### src/rtl/id_ex_pipeline_register_pkg.sv
// Shared RISC-V pipeline definitions: ALU op codes, field widths and the
// packed control bundle carried from ID to EX.
package id_ex_pipeline_register_pkg;

  localparam logic [1:0] ALUOP_ADD    = 2'b00;
  localparam logic [1:0] ALUOP_BRANCH = 2'b01;
  localparam logic [1:0] ALUOP_RTYPE  = 2'b10;

  localparam int FUNCT_W   = 4;
  localparam int REG_IDX_W = 5;
  localparam int CTRL_W    = 8;

  // All-zero value is a NOP, so a bubble is simply '0.
  typedef struct packed {
    logic [1:0] alu_op;
    logic       alu_src;
    logic       branch;
    logic       mem_read;
    logic       mem_write;
    logic       reg_write;
    logic       mem_to_reg;
  } ctrl_t;

  typedef enum logic [1:0] {
    XFER_LOAD   = 2'b00,
    XFER_HOLD   = 2'b01,
    XFER_BUBBLE = 2'b10
  } xfer_e;

  // Priority: flush > stall > load; an invalid ID slot becomes a bubble.
  function automatic xfer_e sel_xfer(input logic flush, input logic stall,
                                     input logic id_valid);
    if (flush)         return XFER_BUBBLE;
    else if (stall)    return XFER_HOLD;
    else if (id_valid) return XFER_LOAD;
    else               return XFER_BUBBLE;
  endfunction

endpackage

### src/rtl/id_ex_pipeline_register_sat_counter.sv
// Saturating up-counter used for the ID/EX bubble and stall statistics.
module sat_counter #(
  parameter int W = 16
) (
  input  logic         clk,
  input  logic         reset,
  input  logic         inc,
  output logic [W-1:0] count
);

  logic [W-1:0] r_count;

  always_ff @(posedge clk or posedge reset) begin
    if (reset) begin
      r_count <= '0;
    end else if (inc && (r_count != {W{1'b1}})) begin
      r_count <= r_count + W'(1);
    end
  end

  assign count = r_count;

endmodule

### src/rtl/id_ex_pipeline_register.sv
// ID/EX pipeline register: captures decoded control, operands and indices,
// with stall hold, flush/bubble insertion and saturating performance counters.
module id_ex_pipeline_register
  import id_ex_pipeline_register_pkg::*;
#(
  parameter int DATA_W = 64,
  parameter int CNT_W  = 16
) (
  input  logic                 clk,
  input  logic                 reset,
  input  logic                 stall,
  input  logic                 flush,
  input  logic                 id_valid,
  input  logic [1:0]           id_alu_op,
  input  logic [FUNCT_W-1:0]   id_funct,
  input  logic                 id_alu_src,
  input  logic                 id_branch,
  input  logic                 id_mem_read,
  input  logic                 id_mem_write,
  input  logic                 id_reg_write,
  input  logic                 id_mem_to_reg,
  input  logic [DATA_W-1:0]    id_pc,
  input  logic [DATA_W-1:0]    id_rs1_data,
  input  logic [DATA_W-1:0]    id_rs2_data,
  input  logic [DATA_W-1:0]    id_imm,
  input  logic [REG_IDX_W-1:0] id_rs1,
  input  logic [REG_IDX_W-1:0] id_rs2,
  input  logic [REG_IDX_W-1:0] id_rd,
  output logic                 ex_valid,
  output logic [1:0]           ex_alu_op,
  output logic [FUNCT_W-1:0]   ex_funct,
  output logic                 ex_alu_src,
  output logic                 ex_branch,
  output logic                 ex_mem_read,
  output logic                 ex_mem_write,
  output logic                 ex_reg_write,
  output logic                 ex_mem_to_reg,
  output logic [DATA_W-1:0]    ex_pc,
  output logic [DATA_W-1:0]    ex_rs1_data,
  output logic [DATA_W-1:0]    ex_rs2_data,
  output logic [DATA_W-1:0]    ex_imm,
  output logic [REG_IDX_W-1:0] ex_rs1,
  output logic [REG_IDX_W-1:0] ex_rs2,
  output logic [REG_IDX_W-1:0] ex_rd,
  output logic [CNT_W-1:0]     bubble_count,
  output logic [CNT_W-1:0]     stall_count
);

  ctrl_t                w_id_ctrl;
  xfer_e                w_xfer;
  logic                 w_bubble_inc;
  logic                 w_stall_inc;

  ctrl_t                r_ctrl;
  logic                 r_valid;
  logic [FUNCT_W-1:0]   r_funct;
  logic [DATA_W-1:0]    r_pc;
  logic [DATA_W-1:0]    r_rs1_data;
  logic [DATA_W-1:0]    r_rs2_data;
  logic [DATA_W-1:0]    r_imm;
  logic [REG_IDX_W-1:0] r_rs1;
  logic [REG_IDX_W-1:0] r_rs2;
  logic [REG_IDX_W-1:0] r_rd;

  always_comb begin
    w_id_ctrl            = '0;
    w_id_ctrl.alu_op     = id_alu_op;
    w_id_ctrl.alu_src    = id_alu_src;
    w_id_ctrl.branch     = id_branch;
    w_id_ctrl.mem_read   = id_mem_read;
    w_id_ctrl.mem_write  = id_mem_write;
    w_id_ctrl.reg_write  = id_reg_write;
    w_id_ctrl.mem_to_reg = id_mem_to_reg;
  end

  assign w_xfer       = sel_xfer(flush, stall, id_valid);
  assign w_bubble_inc = (w_xfer == XFER_BUBBLE);
  assign w_stall_inc  = (w_xfer == XFER_HOLD);

  always_ff @(posedge clk or posedge reset) begin
    if (reset) begin
      r_valid    <= 1'b0;
      r_ctrl     <= '0;
      r_funct    <= '0;
      r_pc       <= '0;
      r_rs1_data <= '0;
      r_rs2_data <= '0;
      r_imm      <= '0;
      r_rs1      <= '0;
      r_rs2      <= '0;
      r_rd       <= '0;
    end else begin
      case (w_xfer)
        XFER_LOAD: begin
          r_valid    <= 1'b1;
          r_ctrl     <= w_id_ctrl;
          r_funct    <= id_funct;
          r_pc       <= id_pc;
          r_rs1_data <= id_rs1_data;
          r_rs2_data <= id_rs2_data;
          r_imm      <= id_imm;
          r_rs1      <= id_rs1;
          r_rs2      <= id_rs2;
          r_rd       <= id_rd;
        end
        XFER_BUBBLE: begin
          r_valid    <= 1'b0;
          r_ctrl     <= '0;
          r_funct    <= '0;
          r_pc       <= '0;
          r_rs1_data <= '0;
          r_rs2_data <= '0;
          r_imm      <= '0;
          r_rs1      <= '0;
          r_rs2      <= '0;
          r_rd       <= '0;
        end
        default: ;
      endcase
    end
  end

  assign ex_valid      = r_valid;
  assign ex_alu_op     = r_ctrl.alu_op;
  assign ex_funct      = r_funct;
  assign ex_alu_src    = r_ctrl.alu_src;
  assign ex_branch     = r_ctrl.branch;
  assign ex_mem_read   = r_ctrl.mem_read;
  assign ex_mem_write  = r_ctrl.mem_write;
  assign ex_reg_write  = r_ctrl.reg_write;
  assign ex_mem_to_reg = r_ctrl.mem_to_reg;
  assign ex_pc         = r_pc;
  assign ex_rs1_data   = r_rs1_data;
  assign ex_rs2_data   = r_rs2_data;
  assign ex_imm        = r_imm;
  assign ex_rs1        = r_rs1;
  assign ex_rs2        = r_rs2;
  assign ex_rd         = r_rd;

  sat_counter #(.W(CNT_W)) u_bubble_cnt (
    .clk   (clk),
    .reset (reset),
    .inc   (w_bubble_inc),
    .count (bubble_count)
  );

  sat_counter #(.W(CNT_W)) u_stall_cnt (
    .clk   (clk),
    .reset (reset),
    .inc   (w_stall_inc),
    .count (stall_count)
  );

endmodule

### config.mk
export PLATFORM = sky130hd
export DESIGN_NAME = id_ex_pipeline_register
export DESIGN_NICKNAME = d
export VERILOG_FILES = /design/src/rtl/id_ex_pipeline_register_pkg.sv /design/src/rtl/id_ex_pipeline_register_sat_counter.sv /design/src/rtl/id_ex_pipeline_register.sv
export SDC_FILE = /design/constraint.sdc
export NUM_CORES = 1
export LEC_CHECK = 0
export CORE_AREA = 2 2 237 239
export CTS_CLUSTER_DIAMETER = 60
export DETAILED_ROUTE_END_ITERATION = 10
export DIE_AREA = 0 0 239 241
export GPL_TIMING_DRIVEN = 0
export PLACE_DENSITY_LB_ADDON = 0.15
export REMOVE_ABC_BUFFERS = 1
export SETUP_SLACK_MARGIN = 0.05
export SLEW_MARGIN = 25
export SYNTH_ARGS = -nofsm -noshare
export SYNTH_HDL_FRONTEND = slang
export SYNTH_SLANG_ARGS = --single-unit
### constraint.sdc
create_clock -name clk -period 25 [get_ports clk]
set_input_delay 3.75 -clock clk [delete_from_list [all_inputs] [get_ports clk]]
set_output_delay 3.75 -clock clk [all_outputs]
set_load 0.01 [all_outputs]
; ---- After elaboration in Yosys (flattened, before gate mapping)
; Index checks and enable logic that the tools add are counted.
[totals]
ff_bits = 316
inputBits = 288
output_inout_bits = 316
elab_cells = 41
[classes]
addsub = 2
n_eq_ne = 4
mux = 13
n_reduce_logical = 4
[ops]
columns = cell, count
row1 = 64-bit case mux with 2 select lines, 4
row2 = 16-bit by 1-bit adder with 16-bit output (second input constant), 2
row3 = 16-bit != test (second input constant), 2
row4 = 5-bit case mux with 2 select lines, 3
row5 = 8-bit case mux with 2 select lines, 1
row6 = 4-bit case mux with 2 select lines, 1
row7 = 2-bit 2-to-1 mux, 3
row8 = 2-bit by 1-bit == test with 1-bit output (second input constant), 1
row9 = 2-bit == test (second input constant), 1
row10 = 1-bit logical AND, 2
row11 = 2-bit logical NOT, 1
row12 = 1-bit case mux with 2 select lines, 1
row13 = 2-bit nonzero test, 1

; ---- Depth between registers and ports, before layout
; Gate-level depths: netlist of the first run.
[logic_depth]
word_depth = 5
depth_mapped = 6
depth_no_buf = 5

; ---- Modules after synthesis
; From an unflattened synthesis of the first run, not the netlist that was laid out.
[hier_totals]
cells_unflattened = 1113
area_unflattened_um2 = 13041.3
[modules_own_cells]
columns = module, n_inst, cells_each, area_each_um2, seq_area_each_um2
row1 = id_ex_pipeline_register, 1, 971, 11429.7, 7106.8
row2 = sat_counter, 2, 71, 805.8, 400.4

; ---- Worst setup path after synthesis of the first run
; Ideal clock, no wire load.
[synth_timing]
path_kind = input to register
from = in flush
to = reg r_pc[10], in the netlist ex_pc[10]
setup_time_ns = 0.066
t_arrival_ns = 4.783
required_time_ns = 24.934
slack_ns = 20.151
cell_stages = 4
path_buffers = 2
path_cell_list = nor3b_1 > clkbuf_1 > buf_1 > a22o_1
[synth_between]
elab_chain_len = 3
elab_cells_between_ends = 5
cone_classes = eq/ne: 1 / mux: 2 / reduce/logical: 2
[synth_lines]
columns = element, line
row1 = "start, declared", id_ex_pipeline_register.sv:12  ; input logic flush,
row2 = 2-bit 2-to-1 mux *, id_ex_pipeline_register_pkg.sv:33  ; if (flush) return XFER_BUBBLE;
row3 = 2-bit == test or 2-bit logical NOT (tied branches), id_ex_pipeline_register.sv:93  ; case (w_xfer)
row4 = 64-bit case mux with 2 select lines or 2-bit nonzero test (tied branches), --
row5 = "end signal, assigned", id_ex_pipeline_register.sv:98  ; r_pc <= id_pc;
row6 = "end, declared", id_ex_pipeline_register.sv:57  ; logic [DATA_W-1:0] r_pc;
; Mark *: on every way between the ends. The rest lies on a longest branch, timed or not.
; A chain may end at the register's enable or synchronous reset.

; ---- Worst setup path in the final report of the first run
[layout_timing]
from = in flush
to = reg r_imm[19], in the netlist ex_imm[19]
[layout_between]
elab_chain_len = 3
elab_cells_between_ends = 5
cone_classes = eq/ne: 1 / mux: 2 / reduce/logical: 2
[layout_lines]
columns = element, line
row1 = 2-bit 2-to-1 mux *, id_ex_pipeline_register_pkg.sv:33
row2 = 2-bit == test or 2-bit logical NOT (tied branches), id_ex_pipeline_register.sv:93
row3 = 64-bit case mux with 2 select lines or 2-bit nonzero test (tied branches), --
row4 = "end signal, assigned", id_ex_pipeline_register.sv:101  ; r_imm <= id_imm;
row5 = "end, declared", id_ex_pipeline_register.sv:60  ; logic [DATA_W-1:0] r_imm;
; Marked as above.

==> results of run 1 <==
cell families after synthesis:
logic type / share of synthesized area [%]
buffers and inverters: 2.35
adder cells (fa/ha/maj): 0.217
XOR/XNOR: 1.90
flip-flops: 68.7
AND/OR/NAND/NOR: 3.72
AO/OA/AOI/OAI: 22.6
multiplexers: 0.446
worst min-delay path by stage:
| stage | startpoint | end | slack (ps) | cells after the start |
|---|---|---|---|---|
| after global placement | ex_imm[31] | ex_imm[31] | 490 | 1 |
| final | ex_rs1_data[37] | ex_rs1_data[37] | 500 | 1 |
| after global routing | ex_pc[12] | ex_pc[12] | 510 | 1 |
| after CTS | ex_rs1_data[46] | ex_rs1_data[46] | 510 | 1 |
| after floorplan | u_bubble_cnt.count[15] | u_bubble_cnt.count[15] | 520 | 1 |
| after detailed placement | ex_rs2_data[61] | ex_rs2_data[61] | 490 | 1 |
routing by layer:
layer / wire length (um) / GRT usage (%)
met5: 27 / 0
met1: 17300 / 17.2
met3: 3890 / 6.03
met4: 1060 / 5.02
met2: 21400 / 24.1
report_power, final:
group,switching (uW),internal (uW)
registers,26.6,540
logic,77.4,118
clock network,233,378
total,337,1040
cells in the final DEF, fill, tap and decap left out, types with 6 or more instances in the layout:
| cell type | netlist | final |
|---|---|---|
| sky130_fd_sc_hd__clkbuf_16 | 0 | 45 |
| sky130_fd_sc_hd__xor2_1 | 11 | 11 |
| sky130_fd_sc_hd__xnor2_1 | 14 | 14 |
| sky130_fd_sc_hd__clkbuf_1 | 34 | 13 |
| sky130_fd_sc_hd__dfrtp_1 | 316 | 316 |
| sky130_fd_sc_hd__buf_4 | 0 | 30 |
| sky130_fd_sc_hd__nor2_1 | 8 | 8 |
| sky130_fd_sc_hd__a22o_1 | 283 | 283 |
| sky130_fd_sc_hd__nand4_1 | 9 | 9 |
| sky130_fd_sc_hd__nand2_1 | 11 | 11 |
| sky130_fd_sc_hd__clkbuf_8 | 0 | 6 |
| sky130_fd_sc_hd__clkdlybuf4s50_1 | 0 | 603 |
| sky130_fd_sc_hd__nand3_1 | 11 | 11 |
| sky130_fd_sc_hd__buf_16 | 0 | 11 |
metrics by stage:
stage	setup TNS, ps	hold slack (ps)	utilization, %	power (uW)	worst slack, ps
global placement	-2053330	486	33.1	781	-7360
global route	0	514	36.8	1440	18720
floorplan	0	525	-	646	4970
detailed placement	0	490	34.3	773	18350
finish	0	501	36.8	1370	18930
CTS	0	506	36.8	1400	18930
layout make-up:
class | count | area [sq um] | share of cell area (%)
flip-flops and latches | 316 | 7910 | 39.1
repair buffers | 649 | 6660 | 32.9
multi-input cells | 396 | 3340 | 16.5
clock buffers | 64 | 1260 | 6.22
well taps | 704 | 881 | 4.36
clock inverters | 11 | 141 | 0.699
inverters | 4 | 22.5 | 0.111
diodes | 4 | 10.0 | 0.0495
==> metrics.sh, run 1 <==
OUTCOME='finished, final reports clean'
HPWLAFTERDP_UM=32800
SYNTH-SEQ-CELLS=316
CTS.REPAIR.RESIZED=0
REQUIRED_TIME_OF_THE_CRITICAL_PATH_PS=25480
AREA_GROWTH_PCT=75.7
CRITICAL_PATH_CELL_COUNT=10
POWER_PER_CELL_AREA_nW_PER_UM2=67.9
GRT_FIRST_PASS_WIRELENGTH_UM=63900
GRT_SETUP_UNREPAIRED='no'
STARTPOINT='flush'
CRITPATHTOPFAMILY='buffers and inverters'
WORST_HOLD_PATH_TYPE='flip-flop to flip-flop'
CLK_PATH_BUF_DEPTH=3
WORST_PATH_MAX_DELAY_CELL='sky130_fd_sc_hd__nor3b_2'
CP_DATA_ARRIVAL_TIME_PS=6560
FIN_AREA_SQ_UM=20200
WORSTSETUPSTARTPOINTTYPE='input pin'
SYNTH_AREA_LEADERS='sky130_fd_sc_hd__dfrtp_1 69%, sky130_fd_sc_hd__a22o_1 22%, sky130_fd_sc_hd__clkbuf_1 1.1%'
NETLIST_TOP_CELLS_COUNT='316 x sky130_fd_sc_hd__dfrtp_1, 283 x sky130_fd_sc_hd__a22o_1, 34 x sky130_fd_sc_hd__clkbuf_1'
GLOBALROUTEOVERFLOWTOTAL=0
WORST_PIN_SLEW_PS=741
TIMING.SLEW.HEADROOM_PCT=50.4
POST_CTS_REPAIR_TIMING_SETUP_BUFFER_COUNT=0
GRTUSAGETOTAL_PCT=14.6
SYNTH_ENABLE_FLOP_CELLS=0
SYNTH.DISTINCT_CELLS=40
TIMING.CRITICAL_PATH.TO='ex_imm[19]'
FP.DIEW_UM=239
IR_DROP_mV=0.0422
POST_DRT_VIA_CELL_RATIO=4.30
DP.CELLS=2069
CTS_INSERTED_BUFFERS=43
FINALSETUPVIOLCOUNT=0
WORST-R2R-SETUP-SLACK_PS=23150
CELLLEAKAGEPOWER_uW=0.00885
FINALWORSTPATHREQUIREDPERIOD_PS=6070
WORST-PATH-MAX-FANOUT=12
PART_OF_THE_CYCLE_THE_WORST_PATH_NEEDS_PCT=24.3
FILL_CELLS=5370
POST-ROUTE-DRC-COUNT=0
CLKLATENCYLATEPIN_PS=550
CRIT_PATH_MAX_INCR_DELAY_PS=680
R2R_START='u_bubble_cnt.count[9]'
FINALWEIGHTEDCONGESTION=0.747
CTS.SINK_COUNT=316
VIAS=9245
CRIT_CHAIN='clkdlybuf4s50_1 -> nor3b_2 -> buf_4 -> buf_4 -> buf_4 -> buf_4 -> buf_4 -> buf_4 -> buf_4 -> a22o_1'
WORST_R2R_PATH_DEPTH=4
CTS_TREE='done'
POSTSYNTHCELLCOUNT=780
CORE_AREA_SQ_UM=54900
CP-END-KIND='flip-flop'
START_UTIL_PCT=21.0
DETAIL_ROUTE.ITER0.VIOLATIONS=401
CLOCK_TREE.ROOT_CELL='sky130_fd_sc_hd__clkbuf_16'
WL_PER_CELL_UM=20.3
TIMING.FINAL.MAX_SLEW_VIOLATIONS=0
DRV_CAP=0
SYNTH_AREA_LEADER_CELL='sky130_fd_sc_hd__dfrtp_1'
GRT_ANTENNA_BEFORE_REPAIR=6
FIRST_PASS_ITERS=4
REG2REG_TO='u_bubble_cnt.count[1]'
REMAINING_NUMBER_OF_NETS_FLAGGED_BY_THE_ANTENNA_CHECK_AFTER_ROUTING=0
H-TREE-DEPTH=2
DIE-AREA_SQ_UM=57600
MAPPEDNETLISTAREA_SQ_UM=11500
DPL-INSTANCE-AREA_SQ_UM=18800
SKEW_PS=11.0
CRITICAL_PATH.N_BUFFERS_INVERTERS=8
IO_PINS=604
GRT_PASS1_VIAS=9894
NUM-NETS-FINAL=1700
HOLD_FIX_BUFFERS_AT_CTS=0
CTS.CLK_SLEW.WORST_PATHS_PS=50
GRT_MAX_DEGREE=90
LAYOUT_CELLS_SIZED_ABOVE_1_PCT=8.54
SYNTH-MAIN-FF-CELL='sky130_fd_sc_hd__dfrtp_1'
ROUTED_WL_UM=43600
SHARE_OF_THE_YOSYS_CHIP_AREA_BELONGING_TO_REGISTERS_PCT=68.7
YOSYS_WARNINGS=0
POST_LAYOUT_NONFILLER_INSTANCES=2148
CLOCK.FMAX_MHz=165
FINAL_HOLD_VIOL_COUNT=0
ASYNC_RESET_FF_SHARE_PCT=100
Y_DIMENSION_OF_THE_DIE_UM=241
YOSYSMOSTFREQUENTCELL='sky130_fd_sc_hd__dfrtp_1'
SYNTH_LARGEST_TYPE_AREA_FRACTION_PCT=68.7
BUFFER_PORTS.INSERTED=603
PATH_CLASS='input pin to flip-flop'
SYNTHESIS.AREA_PER_INSTANCE_SQ_UM=14.8
STD_CELL_ROWS=86
CRITICAL_PATH.MOST_COMMON_CELL='sky130_fd_sc_hd__buf_4'
Note: power is estimated with default switching activity, not from simulation.
==> run 2, diff against run 1 <==
==> constraint.sdc (replaced) <==
create_clock -name clk -period 5.56 [get_ports clk]
set_input_delay 0.834 -clock clk [delete_from_list [all_inputs] [get_ports clk]]
set_output_delay 0.834 -clock clk [all_outputs]
set_load 0.01 [all_outputs]
==> results of run 2 <==
Same layout as run 1 (identical final DEF). Status: finished, final reports clean.
Main changes from that run: setup slack after placement 18350 ps -> 1820 ps; setup slack after layout 18930 ps -> 2400 ps; register-to-register setup slack 23150 ps -> 3710 ps; total power 1370 uW -> 6170 uW; worst IR drop on VDD 0.0422 mV -> 0.190 mV
